`config.mk`:
```
export PLATFORM = sky130hd
export DESIGN_NAME = sevenseg_scan
export DESIGN_NICKNAME = d
export VERILOG_FILES = /design/src/rtl/sevenseg_scan.sv
export SDC_FILE = /design/constraint.sdc
export NUM_CORES = 1
export LEC_CHECK = 0
export ABC_AREA = 1
export BUFFER_PORTS_ARGS = -buffer_cell sky130_fd_sc_hd__buf_2
export CAP_MARGIN = 20
export CELL_PAD_IN_SITES_DETAIL_PLACEMENT = 0
export CELL_PAD_IN_SITES_GLOBAL_PLACEMENT = 1
export CORE_ASPECT_RATIO = 1.5
export CORE_UTILIZATION = 46
export CTS_BUF_LIST = sky130_fd_sc_hd__clkbuf_8
export CTS_CLUSTER_DIAMETER = 120
export DETAILED_ROUTE_END_ITERATION = 12
export PLACE_DENSITY_LB_ADDON = 0.1
export SLEW_MARGIN = 20
export SYNTH_ARGS = -nofsm -noshare
export SYNTH_HDL_FRONTEND = slang
export SYNTH_SLANG_ARGS = --single-unit
```
`constraint.sdc`:
```
create_clock -name clk -period 2.5 [get_ports clk]
set_input_delay 0.375 -clock clk [delete_from_list [all_inputs] [get_ports clk]]
set_output_delay 0.375 -clock clk [all_outputs]
set_load 0.1 [all_outputs]
```
`src/rtl/sevenseg_scan.sv`:
```
// Multiplexed common-anode 7-segment driver for a packed-BCD value, with
// per-slot anode-off guard window, leading-zero blanking, minus sign and frame-boundary commit.
module sevenseg_scan #(
    parameter int NUM_DIGITS     = 4,
    parameter int SCAN_PERIOD    = 100000,
    parameter int BLANK_CYCLES   = 1000,
    parameter int SEG_ACTIVE_LOW = 1
) (
    input  logic                    clk,
    input  logic                    rst_n,
    input  logic                    load,
    input  logic [4*NUM_DIGITS-1:0] digits_in,
    input  logic                    neg_in,
    input  logic                    blank_lz,
    output logic [NUM_DIGITS-1:0]   an,
    output logic [6:0]              seg,
    output logic                    frame_done
);
    localparam int CW = $clog2(SCAN_PERIOD);
    localparam int IW = $clog2(NUM_DIGITS);
    localparam int DW = 4 * NUM_DIGITS;

    localparam logic [CW-1:0] CNT_LAST  = CW'(SCAN_PERIOD - 1);
    localparam logic [CW-1:0] BLANK_END = CW'(BLANK_CYCLES);
    localparam logic [IW-1:0] IDX_LAST  = IW'(NUM_DIGITS - 1);
    localparam logic [6:0]    SEG_MINUS = 7'h40;

    logic [CW-1:0] cnt;
    logic [IW-1:0] idx;
    logic [DW-1:0] sh_digits, act_digits;
    logic          sh_neg, act_neg;
    logic          sh_blz, act_blz;

    assign frame_done = (cnt == CNT_LAST) && (idx == IDX_LAST);

    // Shadow takes loads at any time; the active copy only moves at the frame boundary.
    always_ff @(posedge clk or negedge rst_n) begin
        if (!rst_n) begin
            cnt        <= '0;
            idx        <= '0;
            sh_digits  <= '0;
            sh_neg     <= 1'b0;
            sh_blz     <= 1'b1;
            act_digits <= '0;
            act_neg    <= 1'b0;
            act_blz    <= 1'b1;
        end else begin
            if (cnt == CNT_LAST) begin
                cnt <= '0;
                idx <= (idx == IDX_LAST) ? '0 : idx + IW'(1);
            end else begin
                cnt <= cnt + CW'(1);
            end
            if (load) begin
                sh_digits <= digits_in;
                sh_neg    <= neg_in;
                sh_blz    <= blank_lz;
            end
            if (frame_done) begin
                act_digits <= load ? digits_in : sh_digits;
                act_neg    <= load ? neg_in    : sh_neg;
                act_blz    <= load ? blank_lz  : sh_blz;
            end
        end
    end

    function automatic logic [6:0] glyph(input logic [3:0] d);
        case (d)
            4'd0:    glyph = 7'h3F;
            4'd1:    glyph = 7'h06;
            4'd2:    glyph = 7'h5B;
            4'd3:    glyph = 7'h4F;
            4'd4:    glyph = 7'h66;
            4'd5:    glyph = 7'h6D;
            4'd6:    glyph = 7'h7D;
            4'd7:    glyph = 7'h07;
            4'd8:    glyph = 7'h7F;
            4'd9:    glyph = 7'h6F;
            default: glyph = 7'h00;
        endcase
    endfunction

    logic [IW-1:0]         msd;
    logic                  nonzero;
    logic [6:0]            seg_hi;
    logic [NUM_DIGITS-1:0] an_hi;
    logic                  lit;

    always_comb begin
        msd     = '0;
        nonzero = 1'b0;
        for (int i = 0; i < NUM_DIGITS; i++) begin
            if (act_digits[4*i +: 4] != 4'd0) begin
                msd     = IW'(i);
                nonzero = 1'b1;
            end
        end

        seg_hi = glyph(act_digits[{idx, 2'b00} +: 4]);
        // With no nonzero digit msd stays 0, so only position 0 survives blanking.
        if (act_blz && (idx > msd))
            seg_hi = 7'h00;
        if (act_neg && nonzero) begin
            if (act_blz && (msd != IDX_LAST)) begin
                if ({1'b0, idx} == ({1'b0, msd} + (IW+1)'(1)))
                    seg_hi = SEG_MINUS;
            end else if (idx == IDX_LAST) begin
                seg_hi = SEG_MINUS;
            end
        end

        lit   = (cnt >= BLANK_END);
        an_hi = '0;
        if (lit)
            an_hi[idx] = 1'b1;
        else
            seg_hi = 7'h00;

        if (SEG_ACTIVE_LOW != 0) begin
            an  = ~an_hi;
            seg = ~seg_hi;
        end else begin
            an  = an_hi;
            seg = seg_hi;
        end
    end
endmodule

```
; ---- Yosys cells after proc, flatten, opt, wreduce, memory -nomap -nowiden
; Memory sizes are Yosys's and may differ from the RTL's.
; Index checks and enable logic that the tools add are counted.
[totals]
reg_bits = 55
latchBits = 0
mem_bits_rw = 0
rom_bits = 112
input_bits = 21
word_cells = 53
mem_count = 1
[mem_list]
columns = name, words, word_bits, rd, rd_clocked_by_memory_dff, write_ports, line
row1 = (name not given), 16, 7, 1, 0, 0, 68  ; case (d)
[classes]
addsub = 3
n_mul = 0
n_div = 0
magnitude_cmp = 4
n_eq_ne = 4
n_shift = 1
n_mux = 21
n_bitwise = 2
reduce_logical = 9
[ops]
columns = cell, n
row1 = 7-bit 2-to-1 mux, 6
row2 = 17-bit by 1-bit adder with 17-bit output (second input constant), 1
row3 = 17-bit equality test (second input constant), 1
row4 = 17-bit by 10-bit greater-or-equal comparator with 1-bit output (second input constant), 1
row5 = 17-bit 2-to-1 mux, 1
row6 = 16-bit 2-to-1 mux, 1
row7 = 4-bit nonzero test, 4
row8 = 16-bit by 5-bit variable part select with 4-bit output, 1
row9 = 1-bit 2-to-1 mux, 8
row10 = 7-bit NOT, 1
row11 = 2-bit 2-to-1 mux, 3
row12 = 1-bit logical AND, 5
row13 = 4-bit 2-to-1 mux, 1
row14 = 4-bit NOT, 1
row15 = 2-bit by 1-bit adder with 3-bit output (second input constant), 1
row16 = 2-bit by 3-bit equality test with 1-bit output, 1
row17 = 2-bit by 3-bit < comparator with 1-bit output (second input constant), 1
row18 = 2-bit by 1-bit adder with 2-bit output (second input constant), 1
row19 = 1-bit demux with 2-bit select, 1
row20 = 2-bit equality test (second input constant), 1
row21 = 2-bit by 1-bit greater-or-equal comparator with 1-bit output (second input constant), 1
row22 = 2-bit > comparator, 1
row23 = 2-bit inequality test (second input constant), 1

; ---- Longest topological paths before layout
; Gate-level depths: netlist of the first run.
[logic_depth]
ltp_word = 12
ltp_mapped = 12
depth_no_buf = 12

; ---- Worst setup path after synthesis of the first run
; No wires, ideal clock.
[synth_timing]
path_type = flip-flop to output port
start = register act_digits[13]
end = output port seg[1]
arrival_time_ns = 2.244
required_time_ns = 2.125
slack_ns = -0.119
stages_incl_launch_ff = 11
cell_sequence = dfrtp_1 nor2_1 nand2_1 nor2_1 ha_1 inv_1 nor2_1 o221ai_1 nand2_1 nor2_2 nand3_1
[synth_via]
elab_chain_cells = 10
elab_cells_between_ends = 19
classes_between = add/sub: 1 / order compare: 1 / eq/ne: 2 / shift: 1 / mux: 8 / bitwise: 1 / reduce/logical: 4 / memory: 1
[synth_rtl]
columns = element, line
row1 = start: declaration, 30  ; logic [DW-1:0] sh_digits, act_digits;
row2 = start signal: assignment, 60  ; act_digits <= load ? digits_in : sh_digits;
row3 = "parallel branches: the longest is 7 deep, another holds memory 16 x 7 bit", n/a
row4 = 7-bit 2-to-1 mux (*), 103  ; if (act_neg && nonzero) begin
row5 = 7-bit 2-to-1 mux (*), 114  ; if (lit)
row6 = 7-bit NOT (*), 121  ; seg = ~seg_hi;
row7 = end: declaration, 16  ; output logic [6:0] seg,
; Every way passes the cells marked *.

; ---- Final worst setup path of the first run
[layout_timing]
start = register act_digits[13]
end = output port seg[6]
; The elaborated chain is that of the path after synthesis.

==> results of run 1 <==
-- layout by cell type, fill, tap and decap left out, drive strengths merged --
cell type / count
clkinvlp: 1
dfrtp: 53
o211ai: 3
nor2: 27
clkbuf: 6
buf: 49
or2: 2
ha: 13
xor2: 7
bufinv: 1
o221ai: 1
nor3b: 1
nand2: 87
o21bai: 1
xnor2: 1
a211oi: 1
a21oi: 10
o21ai: 27
inv: 45
mux2: 18
nand4: 3
nand3: 29
nor3: 6
nor4: 4
dfstp: 2
-- sequential cells by signal, indices dropped and copies added (netlist names) --
register,flops
cnt,17
act_digits,16
sh_digits,16
idx,2
act_blz,1
act_neg,1
sh_blz,1
sh_neg,1
-- cells by family after synthesis --
family	after synthesis
AO/OA/AOI/OAI	43
XOR/XNOR	8
adder cells (fa/ha/maj)	13
buffers and inverters	54
flip-flops	55
multiplexers	18
AND/OR/NAND/NOR	159
-- worst max-delay path by stage --
stage / startpoint / slack, ns / depth (start not counted) / end
global route: act_digits[4]$_DFFE_PN0P_ / -0.23 / 13 / seg[6]
CTS: act_digits[12]$_DFFE_PN0P_ / -0.13 / 12 / seg[6]
finish: act_digits[13]$_DFFE_PN0P_ / -0.07 / 12 / seg[6]
floorplan: act_digits[13]$_DFFE_PN0P_ / -0.12 / 10 / seg[1]
global placement: act_digits[14]$_DFFE_PN0P_ / 0.04 / 13 / seg[6]
detailed placement: act_digits[14]$_DFFE_PN0P_ / 0.002 / 13 / seg[6]
-- metrics by stage --
stage,worst slack [ns],instance area [um^2],util (%),hold WS (ns)
final,-0.0717,3550,57.1,0.104
after global routing,-0.230,3550,57.1,0.150
after CTS,-0.131,3500,56.3,0.115
after detailed placement,0.00241,3270,52.5,0.453
after global placement,0.0374,3270,52.5,0.453
after floorplan,-0.119,2980,-,0.0794
-- what timing repair did --
action / CTS / global route
pin swaps: 6 / 10
setup buffers: 8 / 2
hold buffers: 0 / 0
cloned: 0 / 0
resized for setup: 24 / 15
setup endpoints to repair: 7 / 12
endpoints found under the hold margin: 0 / 0
-- power breakdown --
group	internal, mW	switching (mW)
Clock	0.293	0.280
Combinational	0.0389	0.0396
Sequential	0.919	0.00684
-- metal layers --
metal / vias to the layer above / wire length, um
met5: - / 0
met4: 0 / 103
met3: 8 / 146
met2: 36 / 3410
met1: 1096 / 2550
li1: 1225 / -
-- cell type report --
class / instances / area (um^2) / area share [%]
multi-input cells: 241 / 1410 / 39.6
flip-flops and latches: 55 / 1380 / 38.8
repair buffers: 50 / 394 / 11.1
inverters: 45 / 171 / 4.82
well taps: 74 / 92.6 / 2.61
clock buffers: 5 / 68.8 / 1.94
clock inverters: 2 / 37.5 / 1.06
==> summary.txt, run 1 <==
GRT
  • Pin count of the biggest net entering global routing: 31
  • Met2 global-route usage: 37.1%
  • Residual overflow from global routing: 0
  • Antenna violations before repair: 0
  • Via count of the first global-routing pass: 2,326
  • Global-route wire length before repair: 10,600 um
  • GR met1 Demand/Resource: 24.5%
  • Total Routing Usage GR: 20.7%
  • Met3 track demand over resource: 3.28%
  • Layer carrying the most global-route usage: met2

Setup path
  • Ordered cell list for the critical path: nor2_1, nand2_1, o21bai_1, ha_1, inv_2, o221ai_2, nand2_2, nor2_4, nand2_1, nand2_1, inv_2, buf_12
  • Worst EP arrival: 2.20 ns
  • Startpoint of the worst-slack reg-to-reg timing path: cnt[0]$_DFF_PN0_
  • Max Fanout on Critical Path: 6
  • Number of buffers and inverters on the critical path: 3
  • Slack of the worst reg-to-reg path: 0.54 ns
  • CP Class: flop to output port
  • Worst reg2reg path endpoint: act_digits[1]$_DFFE_PN0P_
  • Crit path required time: 2.12 ns
  • Startpoint class of the critical path: flop
  • Delay-heaviest family, CP: simple AND/OR/NAND/NOR gates
  • Cell with the largest stage delay on the worst path: sky130_fd_sc_hd__dfrtp_1
  • CP Capture Type: output port
  • Length in cells of the worst reg-to-reg path: 10
  • Cell occurring most often along the worst timing path: sky130_fd_sc_hd__nand2_1
  • CP peak stage delay: 0.40 ns

Clock network
  • Library cell used as clock root buffer: sky130_fd_sc_hd__clkbuf_8
  • CTS tree: yes
  • TritonCTS Buffers: 5
  • Clock slew seen by the registers of the worst setup and hold paths: 0.10 ns
  • Clock Sink Count: 55
  • Level count of the clock H-tree: 2
  • Clock Latency Late Sink: 0.30 ns
  • Clock Path Buffers: 2

STA
  • Final cycle utilization of the critical path: 103%
  • Final hold violations: 0
  • Worst clock skew: 0.00541 ns
  • Relative slew slack: 54.4%
  • Achievable frequency: 0.389 GHz
  • Max-slew violations: 0
  • Min Clock Period, post-route: 2.57 ns
  • Setup tns final: -0.375 ns
  • RSZ-0062 raised after global routing: yes
  • Number of setup violations in the final report: 7
  • Worst-case setup margin in the final layout: -0.0717 ns
  • Worst Max-Slew Pin Slew: 0.684 ns

Synth
  • Top cells by instance count after synthesis: sky130_fd_sc_hd__nand2_1, sky130_fd_sc_hd__dfrtp_1, sky130_fd_sc_hd__inv_1, sky130_fd_sc_hd__nand3_1, sky130_fd_sc_hd__o21ai_0
  • Fraction of the yosys area taken by sequential cells: 46.3%
  • Post-synthesis xor/xnor area fraction: 2.35%
  • Dominant combinational cell family by area after synthesis: simple AND/OR/NAND/NOR gates
  • Number of warnings printed during yosys synthesis: 0
  • #FFs+latches synth: 55
  • Async S/R FF share, synth: 100%
  • Mux cell area share after synthesis: 6.80%
  • Average size of a mapped cell: 8.52 um^2
  • Top cell type's share of synthesized area: 44.5%
  • Number of nets produced by synthesis: 384
  • Synthesized-area fraction occupied by ao, oa, aoi and oai cells: 7.89%
  • Top-count cell post-synth: sky130_fd_sc_hd__nand2_1
  • Count of cell types in the netlist: 33
  • Library cell occupying the most area in the post-synthesis netlist: sky130_fd_sc_hd__dfrtp_1
  • Post-Syn Area: 2980 um^2
  • Leading cell types by total area after synthesis: sky130_fd_sc_hd__dfrtp_1, sky130_fd_sc_hd__nand2_1, sky130_fd_sc_hd__mux2_2
  • Share of synthesized cell area in and, or, nand and nor gates: 23.7%
  • Adder-cell share of the synthesized area: 5.46%
  • Synth Instances: 350
  • Predominant post-synthesis flop cell: sky130_fd_sc_hd__dfrtp_1
  • Count of flip-flops with a built-in enable after synthesis: 0

Drt
  • Remaining antenna violation count: 0
  • Remaining DRCs: 0
  • Via Count: 2,365
  • Detailed-route wire length per cell: 13.1 um
  • Detailed-router iteration count before antenna repair: 4
  • Via density per instance: 5.01
  • Detailed-route wire length: 6210 um
  • Violation count after the first detailed-route iteration: 83

Floorplan
  • Die area: 6810 um^2
  • Height of the chip: 101 um
  • Placeable core area: 6220 um^2
  • Total number of placement rows: 35
  • Top-Level Pins: 33
  • Starting Density: 47.9%
  • Die outline width: 67.7 um

Hold path
  • Tightest Hold Check Type: primary input to asynchronous set/reset pin

Placed design
  • Final GP Congestion: 0.874
  • Post-placement cell count: 455
  • Final HPWL DP: 4780 um
  • PortBufs: 32

Power and ir drop
  • Final Total Pwr: 1.58 mW
  • Cell area power density: 444 nW/um^2
  • Worst supply voltage drop on vdd: 366 uV
  • Leak pwr: 1.68 nW

Final layout
  • Layout-stage area growth over the synthesis result: 19.2%
  • Filler Cells Inserted: 608
  • Number of antenna cells inserted: 0
  • Final nets: 432
  • Fraction of layout cells with a size suffix above 1: 24.9%
  • Non-filler cells, final: 472

Outcome
  • Violations in the final reports: setup timing
  • Status: finished with violations

Job
  • Max cap viols: 0
Power figures use the tool's default switching activity.
==> inputs of run 2 (changes only) <==
- REMOVE_ABC_BUFFERS: unset -> 1
==> summary.txt, run 2 (same netlist as run 1, synthesis figures left out) <==
Final layout
  • Largest registers ranked by flip-flop count: cnt (17), act_digits (16), sh_digits (16)
  • Number of flip-flops in the largest register: 17
  • Layout-stage area growth over the synthesis result: 19.6%
  • Final standard cell utilization of the core: 57.3%
  • Final nets: 431
  • Filler Cells Inserted: 599
  • Final design instance area without fill: 3560 um^2
  • Number of antenna cells inserted: 0
  • FF/Latch Area: 1380 um^2
  • Commonest cells after routing, fill and taps aside: sky130_fd_sc_hd__nand2_1, sky130_fd_sc_hd__dfrtp_1, sky130_fd_sc_hd__inv_1, sky130_fd_sc_hd__nand3_1, sky130_fd_sc_hd__o21ai_0
  • Register ranked first by flip-flop count: cnt
  • Fraction of layout cells with a size suffix above 1: 26.1%
  • Area taken by multi-input logic gates: 1430 um^2
  • Most frequent standard cell in the layout excluding fill and tap cells: sky130_fd_sc_hd__nand2_1

STA
  • Final cycle utilization of the critical path: 102%
  • Worst-case setup margin in the final layout: -0.0564 ns
  • Worst Max-Slew Pin Slew: 0.487 ns
  • RSZ-0062 raised after global routing: yes
  • Max-slew violations: 0
  • Setup tns final: -0.357 ns
  • Achievable frequency: 0.391 GHz
  • Relative slew slack: 67.7%
  • Number of setup violations in the final report: 7
  • Min Clock Period, post-route: 2.56 ns
  • Worst clock skew: 0.00855 ns
  • Final hold violations: 0

Placed design
  • PortBufs: 32
  • Final HPWL DP: 4400 um
  • Total cell area at the placement stage: 3290 um^2
  • Worst slack at placement: -0.0333 ns
  • Final GP Congestion: 0.883

Setup path
  • Slack of the worst reg-to-reg path: 0.48 ns
  • CP Class: flop to output port
  • Length in cells of the worst reg-to-reg path: 10
  • Startpoint of the worst-slack reg-to-reg timing path: cnt[0]$_DFF_PN0_
  • CP Capture Type: output port
  • Max Fanout on Critical Path: 6
  • Worst setup path start: act_digits[15]$_DFFE_PN0P_
  • Startpoint class of the critical path: flop
  • Worst EP arrival: 2.18 ns
  • Crit path required time: 2.12 ns
  • Worst reg2reg path endpoint: act_digits[7]$_DFFE_PN0P_

Floorplan
  • Die outline width: 67.7 um
  • Starting Density: 47.9%
  • Total number of placement rows: 35
  • Top-Level Pins: 33
  • Height of the chip: 101 um
  • Placeable core area: 6220 um^2
  • Die area: 6810 um^2

GRT
  • Via count of the first global-routing pass: 2,421
  • Antenna violations before repair: 0
  • Pin count of the biggest net entering global routing: 56
  • Residual overflow from global routing: 0
  • Total Routing Usage GR: 20.4%
  • Global-route wire length before repair: 10,600 um

Power and ir drop
  • Cell area power density: 418 nW/um^2
  • Leak pwr: 1.67 nW
  • Worst supply voltage drop on vdd: 298 uV

Clock network
  • CTS tree: yes
  • Clock slew seen by the registers of the worst setup and hold paths: 0.10 ns
  • Level count of the clock H-tree: 2
  • TritonCTS Buffers: 5
  • Library cell used as clock root buffer: sky130_fd_sc_hd__clkbuf_8
  • CTS hold repair buffers: 0
  • Clock Sink Count: 55
  • Clock Path Buffers: 2
  • Clock Latency Late Sink: 0.30 ns

Job
  • Max cap viols: 0

Drt
  • Remaining antenna violation count: 0
  • Detailed-route wire length: 6030 um
  • Detailed-route wire length per cell: 12.8 um
  • Remaining DRCs: 0
  • Detailed-router iteration count before antenna repair: 4
  • Via density per instance: 5.09
  • Via Count: 2,404
  • Violation count after the first detailed-route iteration: 97

Outcome
  • Violations in the final reports: setup timing
  • Status: finished with violations

Hold path
  • Tightest Hold Check Type: primary input to asynchronous set/reset pin
## run 2: layer usage
metal  vias to the layer above  GRT usage, %  routed length (um)  part of all wire, %
li1                       1224             -                   -                    -
met2                        48          34.0                2990                   50
met5                         -             0                   0                    0
met1                      1121          26.5                2740                   45
met3                        11          2.83                 177                  2.9
met4                         0          6.87                 116                  1.9
## run 2: through the flow
step / total power [mW] / instances / hold WS, ns
after global placement: 1.02 / 455 / 0.395
after global routing: 1.57 / 472 / 0.0760
after detailed placement: 1.03 / 455 / 0.397
final: 1.49 / 472 / 0.0458
after floorplan: 0.977 / 341 / 0.0794
after CTS: 1.52 / 468 / 0.0640
## run 2: final cells by class
type,instances,area share (%)
well taps,74,2.60
multi-input cells,241,40.1
flip-flops and latches,55,38.7
inverters,45,4.74
clock buffers,5,1.93
repair buffers,49,11.4
clock inverters,3,0.562
## run 2: how the worst max path moves through the flow
stage	end	slack, ns	cells past startpoint
finish	seg[6]	-0.06	12
global route	seg[6]	-0.22	12
global placement	seg[6]	0.03	13
CTS	seg[6]	-0.12	12
floorplan	seg[0]	-0.18	9
detailed placement	seg[6]	-0.03	13
## run 2: timing repair
item | in CTS | in global routing
pin swaps | 3 | 8
endpoints found under the setup margin | 7 | 9
buffers inserted | 5 | 4
gates resized for setup | 22 | 17
## run 2: critical path, cell delays in order, from the launching register on
cell,delay [ns]
sky130_fd_sc_hd__dfrtp_1,0.41
sky130_fd_sc_hd__nor2_2,0.15
sky130_fd_sc_hd__nand2_2,0.07
sky130_fd_sc_hd__o21bai_1,0.15
sky130_fd_sc_hd__ha_1,0.29
sky130_fd_sc_hd__inv_2,0.05
sky130_fd_sc_hd__o221ai_4,0.18
sky130_fd_sc_hd__nand2_2,0.09
sky130_fd_sc_hd__nor2_4,0.15
sky130_fd_sc_hd__nand2_1,0.07
sky130_fd_sc_hd__nand2_1,0.08
sky130_fd_sc_hd__inv_2,0.04
sky130_fd_sc_hd__buf_12,0.15
## run 2: report_power, final
group          switching (mW)  internal, mW
clock                   0.289         0.198
combinational          0.0393        0.0401
sequential            0.00616         0.919
total                   0.334          1.16
==> inputs of run 3 (changes only) <==
- MAX_ROUTING_LAYER: unset -> met4
==> summary.txt, run 3 (same netlist as run 1, synthesis figures left out) <==
Floorplan
  • Starting Density: 47.9%
  • Die outline width: 67.7 um
  • Placeable core area: 6220 um^2
  • Die area: 6810 um^2
  • Height of the chip: 101 um
  • Total number of placement rows: 35
  • Top-Level Pins: 33

Drt
  • Detailed-route wire length: 6030 um
  • Remaining DRCs: 0
  • Violation count after the first detailed-route iteration: 96
  • Detailed-router iteration count before antenna repair: 4
  • Via density per instance: 5.07
  • Detailed-route wire length per cell: 12.8 um
  • Via Count: 2,395
  • Remaining antenna violation count: 0

Setup path
  • Crit path required time: 2.12 ns
  • Slack of the worst reg-to-reg path: 0.48 ns
  • Cell with the largest stage delay on the worst path: sky130_fd_sc_hd__dfrtp_1
  • Startpoint class of the critical path: flop
  • CP Capture Type: output port
  • Max Fanout on Critical Path: 5
  • Number of buffers and inverters on the critical path: 4
  • Ordered cell list for the critical path: buf_4, buf_4, nand2_1, nand3_1, nand2_1, inv_1, ha_1, o21ai_0, a21oi_2, nand2_2, buf_12
  • CP peak stage delay: 0.40 ns
  • CP Class: flop to output port
  • Delay-heaviest family, CP: buffers and inverters
  • Worst EP arrival: 2.18 ns

Hold path
  • Tightest Hold Check Type: primary input to asynchronous set/reset pin

Power and ir drop
  • Leak pwr: 1.67 nW
  • Cell area power density: 419 nW/um^2
  • Final Total Pwr: 1.49 mW
  • Worst supply voltage drop on vdd: 298 uV

STA
  • Worst clock skew: 0.00887 ns
  • Final hold violations: 0
  • Final cycle utilization of the critical path: 102%
  • Achievable frequency: 0.391 GHz
  • Min Clock Period, post-route: 2.56 ns
  • Number of setup violations in the final report: 7
  • Worst Max-Slew Pin Slew: 0.487 ns
  • Relative slew slack: 67.7%
  • Max-slew violations: 0
  • Worst-case setup margin in the final layout: -0.0599 ns
  • RSZ-0062 raised after global routing: yes

Placed design
  • PortBufs: 32
  • Final GP Congestion: 0.897
  • Final HPWL DP: 4400 um
  • Worst slack at placement: -0.0333 ns
  • Post-placement cell count: 455

Final layout
  • Largest registers ranked by flip-flop count: cnt (17), act_digits (16), sh_digits (16)
  • Number of antenna cells inserted: 0
  • Number of flip-flops in the largest register: 17
  • Fraction of layout cells with a size suffix above 1: 26.1%
  • Register ranked first by flip-flop count: cnt
  • Final nets: 431
  • Layout-stage area growth over the synthesis result: 19.6%
  • Commonest cells after routing, fill and taps aside: sky130_fd_sc_hd__nand2_1, sky130_fd_sc_hd__dfrtp_1, sky130_fd_sc_hd__inv_1, sky130_fd_sc_hd__nand3_1, sky130_fd_sc_hd__o21ai_0
  • Most frequent standard cell in the layout excluding fill and tap cells: sky130_fd_sc_hd__nand2_1
  • Non-filler cells, final: 472

Clock network
  • Clock slew seen by the registers of the worst setup and hold paths: 0.10 ns
  • Clock Latency Late Sink: 0.31 ns
  • Library cell used as clock root buffer: sky130_fd_sc_hd__clkbuf_8
  • Clock Sink Count: 55
  • TritonCTS Buffers: 5
  • Clock Path Buffers: 2
  • CTS tree: yes
  • Level count of the clock H-tree: 2

GRT
  • Residual overflow from global routing: 0
  • Total Routing Usage GR: 21.0%
  • Global-route wire length before repair: 10,600 um
  • Pin count of the biggest net entering global routing: 56
  • Via count of the first global-routing pass: 2,421
  • Antenna violations before repair: 0

Outcome
  • Violations in the final reports: setup timing
  • Status: finished with violations

Job
  • Max cap viols: 0
[run 3: cell counts in the layout (fill, tap and decap cells not counted)]
Identical to the previous run, type by type.
[run 3: worst paths after layout]
| check | end | depth (start not counted) | from |
|---|---|---|---|
| min in group clk | sh_digits[0]$_DFF_PN0_ | 2 | digits_in[0] |
| hold / removal | cnt[1]$_DFF_PN0_ | 2 | rst_n |
| hold reg to reg | cnt[0]$_DFF_PN0_ | 1 | cnt[0]$_DFF_PN0_ |
| setup / recovery | seg[4] | 11 | act_digits[9]$_DFFE_PN0P_ |
| setup reg to reg | act_digits[7]$_DFFE_PN0P_ | 10 | cnt[0]$_DFF_PN0_ |
| max in group asynchronous | sh_blz$_DFF_PN1_ | 2 | rst_n |
[run 3: what timing repair did]
action                                  in CTS  in global routing
setup buffers                                5                  4
resized for setup                           22                 17
endpoints found under the setup margin       7                  9
hold buffers                                 0                  0
pin swaps                                    3                  8
[run 3: worst reg2reg max path, stage by stage (launching register included)]
cell and delay, ns:
sky130_fd_sc_hd__dfrtp_1 0.40, sky130_fd_sc_hd__ha_1 0.22, sky130_fd_sc_hd__nand3_2 0.12, sky130_fd_sc_hd__nor2_2 0.13, sky130_fd_sc_hd__inv_1 0.08, sky130_fd_sc_hd__nor2_1 0.12, sky130_fd_sc_hd__nand2_2 0.21, sky130_fd_sc_hd__nor2_8 0.17
sky130_fd_sc_hd__buf_4 0.29, sky130_fd_sc_hd__nand2_1 0.14, sky130_fd_sc_hd__o21ai_2 0.08
[run 3: area by class of cell]
cell class	count	area (um^2)
inverter	45	169
timing repair buffer	49	405
clock inverter	3	20.0
tap	74	92.6
clock buffer	5	68.8
multi-input combinational	241	1430
fill	599	2660
sequential	55	1380
[run 3: through the flow]
step                TNS, ns  area, um^2  hold slack (ns)  util (%)
detailed placement  -0.0333        3290            0.397      53.0
CTS                  -0.615        3480           0.0640      56.0
global placement          0        3290            0.395      53.0
global route          -1.35        3560           0.0760      57.3
finish               -0.365        3560           0.0451      57.3
floorplan            -0.750        2920           0.0794         -
[run 3: layer usage]
layer / up-vias / GRT usage, % / wire length, um
met5: - / - / 0
met2: 42 / 34.0 / 2990
met3: 8 / 2.83 / 155
met4: 0 / 6.87 / 98
li1: 1224 / - / -
met1: 1121 / 26.5 / 2780
[run 3: where the power goes]
part	switching, mW	internal [mW]	leakage (nW)	total, mW
Clock	0.290	0.198	0.0460	0.488
Combinational	0.0393	0.0401	1.01	0.0794
Sequential	0.00616	0.919	0.618	0.925
Total	0.335	1.16	1.67	1.49
